<file path="config.mk">
export PLATFORM = sky130hd
export DESIGN_NAME = sbox_slice_engine
export DESIGN_NICKNAME = d
export VERILOG_FILES = /design/src/rtl/ascon_sbox_pkg.sv /design/src/rtl/ascon_sbox5.sv /design/src/rtl/sbox_slice_engine.sv
export SDC_FILE = /design/constraint.sdc
export NUM_CORES = 1
export LEC_CHECK = 0
export BUFFER_PORTS_ARGS = -buffer_cell sky130_fd_sc_hd__buf_4
export CAP_MARGIN = 30
export CORE_AREA = 4 4 248 250
export DETAILED_ROUTE_END_ITERATION = 12
export DIE_AREA = 0 0 252 254
export GPL_ROUTABILITY_DRIVEN = 1
export GPL_TIMING_DRIVEN = 0
export PLACE_DENSITY = 0.73
export SYNTH_ARGS = -nofsm -noshare
export SYNTH_HDL_FRONTEND = slang
export SYNTH_HIERARCHICAL = 1
export SYNTH_SLANG_ARGS = --single-unit
export TNS_END_PERCENT = 10
</file>
<file path="constraint.sdc">
create_clock -name clk -period 12.85 [get_ports clk]
set_input_delay 1.9275 -clock clk [delete_from_list [all_inputs] [get_ports clk]]
set_output_delay 1.9275 -clock clk [all_outputs]
set_load 0.01 [all_outputs]
</file>
<file path="src/rtl/ascon_sbox_pkg.sv">
// Shared definitions for the Ascon slice-serial S-box engine: substitution
// tables, FSM encoding and the counter sizing helper.
package ascon_sbox_pkg;

    typedef enum logic [1:0] {
        IDLE = 2'd0,
        RUN  = 2'd1,
        DONE = 2'd2
    } state_t;

    // Column value is {x0,x1,x2,x3,x4} with x0 as the MSB.
    localparam logic [4:0] SBOX_FWD [32] = '{
        5'h04, 5'h0b, 5'h1f, 5'h14, 5'h1a, 5'h15, 5'h09, 5'h02,
        5'h1b, 5'h05, 5'h08, 5'h12, 5'h1d, 5'h03, 5'h06, 5'h1c,
        5'h1e, 5'h13, 5'h07, 5'h0e, 5'h00, 5'h0d, 5'h11, 5'h18,
        5'h10, 5'h0c, 5'h01, 5'h19, 5'h16, 5'h0a, 5'h0f, 5'h17
    };

    localparam logic [4:0] SBOX_INV [32] = '{
        5'h14, 5'h1a, 5'h07, 5'h0d, 5'h00, 5'h09, 5'h0e, 5'h12,
        5'h0a, 5'h06, 5'h1d, 5'h01, 5'h19, 5'h15, 5'h13, 5'h1e,
        5'h18, 5'h16, 5'h0b, 5'h11, 5'h03, 5'h05, 5'h1c, 5'h1f,
        5'h17, 5'h1b, 5'h04, 5'h08, 5'h0f, 5'h0c, 5'h10, 5'h02
    };

    // Ceiling log2; returns 0 for v <= 1.
    function automatic int log2(input int v);
        int r;
        r = 0;
        for (int i = 0; i < 31; i++) begin
            if ((1 << i) < v) r = i + 1;
        end
        return r;
    endfunction

endpackage

</file>
<file path="src/rtl/ascon_sbox5.sv">
// Single-column Ascon S-box, forward via table or boolean equations,
// optional inverse via table.
module ascon_sbox5
    import ascon_sbox_pkg::*;
#(
    parameter int TYPE   = 0,
    parameter int INV_EN = 1
) (
    input  logic [4:0] x,
    input  logic       mode,
    output logic [4:0] y
);

    logic [4:0] fwd;

    if (TYPE == 1) begin : g_eq
        // w[i] is word xi of the column; bitsliced chi-style layer.
        logic [0:4] w, a, b;
        assign w   = x;
        assign a   = {w[0] ^ w[4], w[1], w[2] ^ w[1], w[3], w[4] ^ w[3]};
        assign b   = a ^ ({~a[1], ~a[2], ~a[3], ~a[4], ~a[0]} &
                          { a[2],  a[3],  a[4],  a[0],  a[1]});
        assign fwd = {b[0] ^ b[4], b[1] ^ b[0], ~b[2], b[3] ^ b[2], b[4]};
    end else begin : g_lut
        assign fwd = SBOX_FWD[x];
    end

    if (INV_EN != 0) begin : g_inv
        assign y = mode ? SBOX_INV[x] : fwd;
    end else begin : g_fwd_only
        logic unused_mode;
        assign unused_mode = mode;
        assign y           = fwd;
    end

endmodule

</file>
<file path="src/rtl/sbox_slice_engine.sv">
// Iterative Ascon substitution layer: SLICE_W columns of the 320-bit state
// are replaced per cycle, LSB slice first, with valid/ready on both sides.
module sbox_slice_engine
    import ascon_sbox_pkg::*;
#(
    parameter int SLICE_W = 16,
    parameter int TYPE    = 0,
    parameter int INV_EN  = 1
) (
    input  logic        clk,
    input  logic        rst,
    input  logic        in_valid,
    output logic        in_ready,
    input  logic        in_mode,
    input  logic [63:0] x0,
    input  logic [63:0] x1,
    input  logic [63:0] x2,
    input  logic [63:0] x3,
    input  logic [63:0] x4,
    output logic        out_valid,
    input  logic        out_ready,
    output logic [63:0] s0,
    output logic [63:0] s1,
    output logic [63:0] s2,
    output logic [63:0] s3,
    output logic [63:0] s4,
    output logic        busy
);

    localparam int NSLICE = 64 / SLICE_W;
    localparam int CW     = (log2(NSLICE) < 1) ? 1 : log2(NSLICE);

    if (SLICE_W < 1 || SLICE_W > 64 || (64 % SLICE_W) != 0) begin : g_bad_slice_w
        $error("SLICE_W must be one of 1,2,4,8,16,32,64");
    end

    state_t                    state, state_nxt;
    logic [CW-1:0]             cnt;
    logic                      mode;
    logic [4:0][63:0]          work;
    logic [5:0]                base;
    logic                      last, accept;
    logic [SLICE_W-1:0][5:0]   col_idx;
    logic [SLICE_W-1:0][4:0]   col_in, col_out;

    assign base = 6'(int'(cnt) * SLICE_W);
    assign last = (cnt == CW'(NSLICE - 1));

    for (genvar j = 0; j < SLICE_W; j++) begin : g_col
        assign col_idx[j] = base + 6'(j);
        assign col_in[j]  = {work[0][col_idx[j]], work[1][col_idx[j]], work[2][col_idx[j]],
                             work[3][col_idx[j]], work[4][col_idx[j]]};
    end

    ascon_sbox5 #(.TYPE(TYPE), .INV_EN(INV_EN)) u_sbox [SLICE_W-1:0] (
        .x    (col_in),
        .mode (mode),
        .y    (col_out)
    );

    always_comb begin
        state_nxt = state;
        in_ready  = 1'b0;
        out_valid = 1'b0;
        busy      = 1'b0;
        case (state)
            IDLE: begin
                in_ready = 1'b1;
                if (in_valid) state_nxt = RUN;
            end
            RUN: begin
                busy = 1'b1;
                if (last) state_nxt = DONE;
            end
            DONE: begin
                out_valid = 1'b1;
                in_ready  = out_ready;
                if (out_ready) state_nxt = in_valid ? RUN : IDLE;
            end
            default: state_nxt = IDLE;
        endcase
    end

    assign accept = in_valid & in_ready;

    always_ff @(posedge clk or posedge rst) begin
        if (rst) begin
            state <= IDLE;
            cnt   <= '0;
            mode  <= 1'b0;
            work  <= '0;
        end else begin
            state <= state_nxt;
            if (accept) begin
                work <= {x4, x3, x2, x1, x0};
                mode <= (INV_EN != 0) && in_mode;
                cnt  <= '0;
            end else if (state == RUN) begin
                for (int j = 0; j < SLICE_W; j++) begin
                    for (int w = 0; w < 5; w++) begin
                        work[w][col_idx[j]] <= col_out[j][4-w];
                    end
                end
                cnt <= last ? '0 : cnt + 1'b1;
            end
        end
    end

    assign s0 = work[0];
    assign s1 = work[1];
    assign s2 = work[2];
    assign s3 = work[3];
    assign s4 = work[4];

endmodule
</file>
==> results.yml, run 1 <==
place:
  place.gp.congestion: 0.959
  dp.final_hpwl_um: 91400
  portBuffers: 647
critical_path:
  start_kind: "flip-flop"
  arrival_ns: 5.43
  crit_start: "cnt[1]"
  timing.rr.start: "cnt[1]"
  worstPathMaxFanout: 10
  critPathKind: "flip-flop to flip-flop"
  end_kind: "flip-flop"
  required_ns: 13.29
logic_synthesis:
  synth_enable_flop_cells: 0
  yosysTopAreaCell: "dfrtp_1"
  synth-seq-cells: 325
  ys_top_cells_by_area: "dfrtp_1 30%, mux2_2 23%, mux4_2 7.9%, ha_1 5.3%, buf_6 3.0%"
  synth_cell_types: 67
  yosysSeqAreaShare_pct: 29.6
  synthArstFlopShare_pct: 100
  synth_top_family_by_area: "multiplexers"
  synth_top_area_share_pct: 29.6
  synthFlopType: "dfrtp_1"
  syn_area_um2: 27500
  syn_inst: 2438
  ys.warnings.count: 6
  synth_xor_area_share_pct: 3.29
  yosys.area_share.simple_pct: 6.00
  synth-compound-area-share_pct: 10.2
  avgSynthCellArea_um2: 11.3
  synth_adder_area_share_pct: 5.28
  syn_nets: 2879
  synthMuxAreaShare_pct: 37.9
final_layout:
  seqCellArea_um2: 8130
  nFillCells: 4917
  final_common_cell: "buf_4"
  nets: 3569
  postLayoutCoreUtil_pct: 58.8
  drive_gt1_share_pct: 51.9
  layout_common_cells: "683 x buf_4, 557 x mux2_2, 324 x dfrtp_1"
  multi_input_area_um2: 17200
  areaGrowthSynthToFinish_pct: 26.2
clock_tree:
  clockBufferDepth: 3
  ctsResizeCount: 0
  clock_latency_ns: 0.56
  cts_made_buffers: 39
  cts-htree-levels: 2
  cts_root_buf: "clkbuf_16"
  cts.sinks: 325
  cts_tree: "built"
  post_cts_buffers: 0
  cts_hold_buf: 0
  path_clk_slew_ns: 0.06
routing:
  vias: 24600
  drc: 0
  antenna_left: 0
  detail_route.iter0.violations: 2324
  routed_wl_um: 124000
  firstDrtPassIters: 5
  wl_per_cell_um: 31.6
  detail_route.vias_per_cell: 6.27
global_routing:
  grt_pass1_wl_um: 173000
  grt_remaining_overflow: 0
  grt_usage_pct: 37.0
  grt_pass1_vias: 24400
  grt_max_degree: 126
  antenna_found_initial: 6
timing:
  rsz0062_at_grt: "false"
  period_share_pct: 38.8
  worst_hold_slack_ns: 0.579
  slew_headroom_pct: 23.1
  max_freq_mhz: 200
  max_slew.worst_pin.slew_ns: 1.15
  setup_viol: 0
  period_needed_ns: 4.99
  fin_skew_ns: 0.0166
  maxSlewViolCount: 0
  hold_viol: 0
job:
  drv_cap: 0
hold_path:
  hp-start: "s4[63]"
  hold_class: "flip-flop to flip-flop"
die:
  core_um2: 59000
  initial_core_util_pct: 46.6
  fp.dieW_um: 252
  die_h_um: 254
  fp.dieArea_um2: 64000
  num_rows: 89
  ios: 648
run_status:
  status: "finished clean"
## final timing paths
kind                           to  slack (ns)  depth (start not counted)
setup / recovery           s3[25]        7.86                         13
max in group asynchronous  s4[36]       10.24                          3
setup reg to reg           s3[25]        7.86                         13
hold reg to reg            s4[63]        0.58                          1
min in group asynchronous  s0[59]        1.44                          2
hold / removal             s4[63]        0.58                          1
## logic make-up after synthesis
family / after synthesis
DFF: 325
muxes: 827
xor gates and xnor gates: 93
adders and majority gates: 116
and+or+nand+nor: 325
buffers and inverters: 347
AOI/OAI and AO/OA: 405
## state kept, by name (all words and copies together) (netlist names)
register and count:
s1 64, state 2, s3 64, s0 64
s2 64, mode 1, cnt 2, s4 64
## synth_stat cells, drive strengths merged, types with 30 or more instances
master	count
nor2b	30
nand2	53
a22oi	40
buf	224
ha	116
dfrtp	325
mux2i	80
a21oi	64
mux2	651
a211oi	34
nand2b	40
xnor2	76
o21ai	77
nor2	103
mux4	96
o211ai	74
inv	116
## cell type report
class                      count  area share [%]
multi-input combinational   1766            49.7
clock buffer                  59            3.38
clock inverter                10           0.386
antenna                        3          0.0216
sequential                   325            23.5
buffer                       230            4.85
timing repair buffer         649            14.2
tap                          773            2.79
inverter                     117            1.29
## per-layer routing
layer / global-route usage [%] / part of all wire [%]
met4: 21.0 / 6.8
met5: 0 / 0.031
met3: 9.95 / 10
met1: 48.3 / 39
met2: 55.8 / 44
## critical path, cell delays in order (launching register included)
cell      delay (ns)
dfrtp_1         0.37
buf_2           0.43
buf_2           0.46
buf_2           0.66
mux4_2          0.48
buf_2           0.25
inv_1           0.16
ha_1            0.47
nor2_1          0.11
mux2_2          0.27
a22oi_1         0.16
o211ai_1        0.33
mux2_1          0.43
mux2_2          0.26
## through the flow
step | instances | TNS, ns | setup slack [ns] | area (um^2)
after CTS | 3929 | 0 | 7.95 | 34700
after floorplan | 2438 | 0 | 1.92 | 27500
after global placement | 3858 | -618.16 | -1.96 | 33300
after detailed placement | 3860 | 0 | 7.96 | 33400
final | 3932 | 0 | 7.86 | 34700
after global routing | 3930 | 0 | 7.78 | 34700
Power of run 1 is not shown: default switching activity piles up to over one toggle a cycle in this logic, so the estimate is an artifact.
==> inputs of run 2 (changes only) <==
Clock period 12.85 ns to 4.8 ns, I/O delays scaled along.
==> results.yml, run 2 (synthesis results as in run 1) <==
critical_path:
  start_kind: "flip-flop"
  critPathBufInv: 4
  end_kind: "flip-flop"
  crit_cells: 12
  critPathSlowestCell: "mux4_2"
  worstPathMaxFanout: 10
  path_cells: "buf_2 > clkbuf_4 > mux4_2 > buf_2 > inv_1 > ha_1 > and3_1 > a211oi_2 > xnor2_1 > mux2i_1 > mux2_2 > mux2_2"
  rr_worst_depth: 12
  required_ns: 5.29
  critPathKind: "flip-flop to flip-flop"
  arrival_ns: 5.17
  cp_top_family: "multiplexers"
  slowest_delay_ns: 0.70
routing:
  vias: 24700
  antenna_left: 0
  detail_route.iter0.violations: 2516
  wl_per_cell_um: 31.6
  firstDrtPassIters: 6
  detail_route.vias_per_cell: 6.27
  routed_wl_um: 124000
  drc: 0
timing:
  slew_headroom_pct: 26.3
  worst_hold_slack_ns: 0.128
  maxSlewViolCount: 0
  setup_slack_ns: 0.124
  max_slew.worst_pin.slew_ns: 1.11
  max_freq_mhz: 214
  hold_viol: 0
  fin_skew_ns: 0.0270
  setup_tns_ns: 0
  rsz0062_at_grt: "false"
  period_share_pct: 97.4
  period_needed_ns: 4.68
  setup_viol: 0
final_layout:
  drive_gt1_share_pct: 52.0
  layout_common_cells: "686 x buf_4, 557 x mux2_2, 324 x dfrtp_1"
  final_common_cell: "buf_4"
  postLayoutCoreUtil_pct: 59.0
  areaGrowthSynthToFinish_pct: 26.6
  nets: 3575
global_routing:
  grt_remaining_overflow: 0
  antenna_found_initial: 4
  grt_pass1_wl_um: 173000
  grt_max_degree: 42
  grt_pass1_vias: 24300
  grt_usage_pct: 37.0
die:
  fp.dieArea_um2: 64000
  die_h_um: 254
  ios: 648
  core_um2: 59000
  num_rows: 89
  initial_core_util_pct: 46.6
  fp.dieW_um: 252
job:
  drv_cap: 0
clock_tree:
  path_clk_slew_ns: 0.06
  cts-htree-levels: 2
  cts.sinks: 325
  post_cts_buffers: 0
  cts_root_buf: "clkbuf_16"
  cts_tree: "built"
  cts_hold_buf: 0
  clock_latency_ns: 0.57
  clockBufferDepth: 3
  cts_made_buffers: 38
place:
  portBuffers: 647
  dp_slack_ns: -0.155
  dp.final_hpwl_um: 92300
  place.gp.congestion: 0.975
run_status:
  status: "finished clean"
hold_path:
  hold_class: "input port to async pin"
-- run 2: changes by cell type in the layout (fill, tap and decap cells not counted), sizes merged --
cell / change
buf: +2
bufinv: +2
clkbuf: -2
clkinv: +3
clkinvlp: -1
diode: -2
-- run 2: final cells by class --
| class | count | area (um^2) |
|---|---|---|
| Tap cell | 773 | 967 |
| Clock buffer | 52 | 1070 |
| Sequential cell | 325 | 8130 |
| Timing Repair Buffer | 656 | 5040 |
| Inverter | 117 | 443 |
| Multi-Input combinational cell | 1766 | 17200 |
| Clock inverter | 14 | 203 |
| Antenna cell | 1 | 2.50 |
| Buffer | 230 | 1700 |
| Fill cell | 4915 | 24200 |
-- run 2: worst paths after layout --
check	slack [ns]	startpoint	end
setup / recovery	0.12	cnt[0]	s1[41]
hold / removal	0.13	rst	s0[59]
setup reg to reg	0.12	cnt[0]	s1[41]
hold reg to reg	0.57	s4[63]	s4[63]
max in group asynchronous	3.03	rst	s3[50]
min in group clk	0.37	out_ready	state[1]
-- run 2: worst register-to-register path, delay by kind of cell (launching register included) --
kind	cells	cell delay, ns
xor+xnor	1	0.11
compound gates	1	0.25
mux	4	1.72
simple gates	1	0.25
fa+ha+maj	1	0.37
flops	1	0.40
buf+inv	4	1.49
-- run 2: metrics by stage --
stage	cell area [um^2]	instances
after floorplan	27500	2438
after global placement	33300	3858
after detailed placement	33500	3867
after CTS	34800	3933
after global routing	34800	3933
final	34800	3934
-- run 2: what timing repair did --
item | in CTS | in global routing
setup endpoints to repair | 21 | 76
gates cloned | 0 | 0
resized for setup | 3 | 6
-- run 2: layer usage --
metal  up-vias  global-route usage (%)  wire, um
met2      1496                    57.1     55500
met4         6                    17.1      7040
met5         -                       0        36
met3       333                    11.3     13300
li1      10300                       -         -
met1     12500                    48.1     48600
Power of run 2 is left out for the same reason.
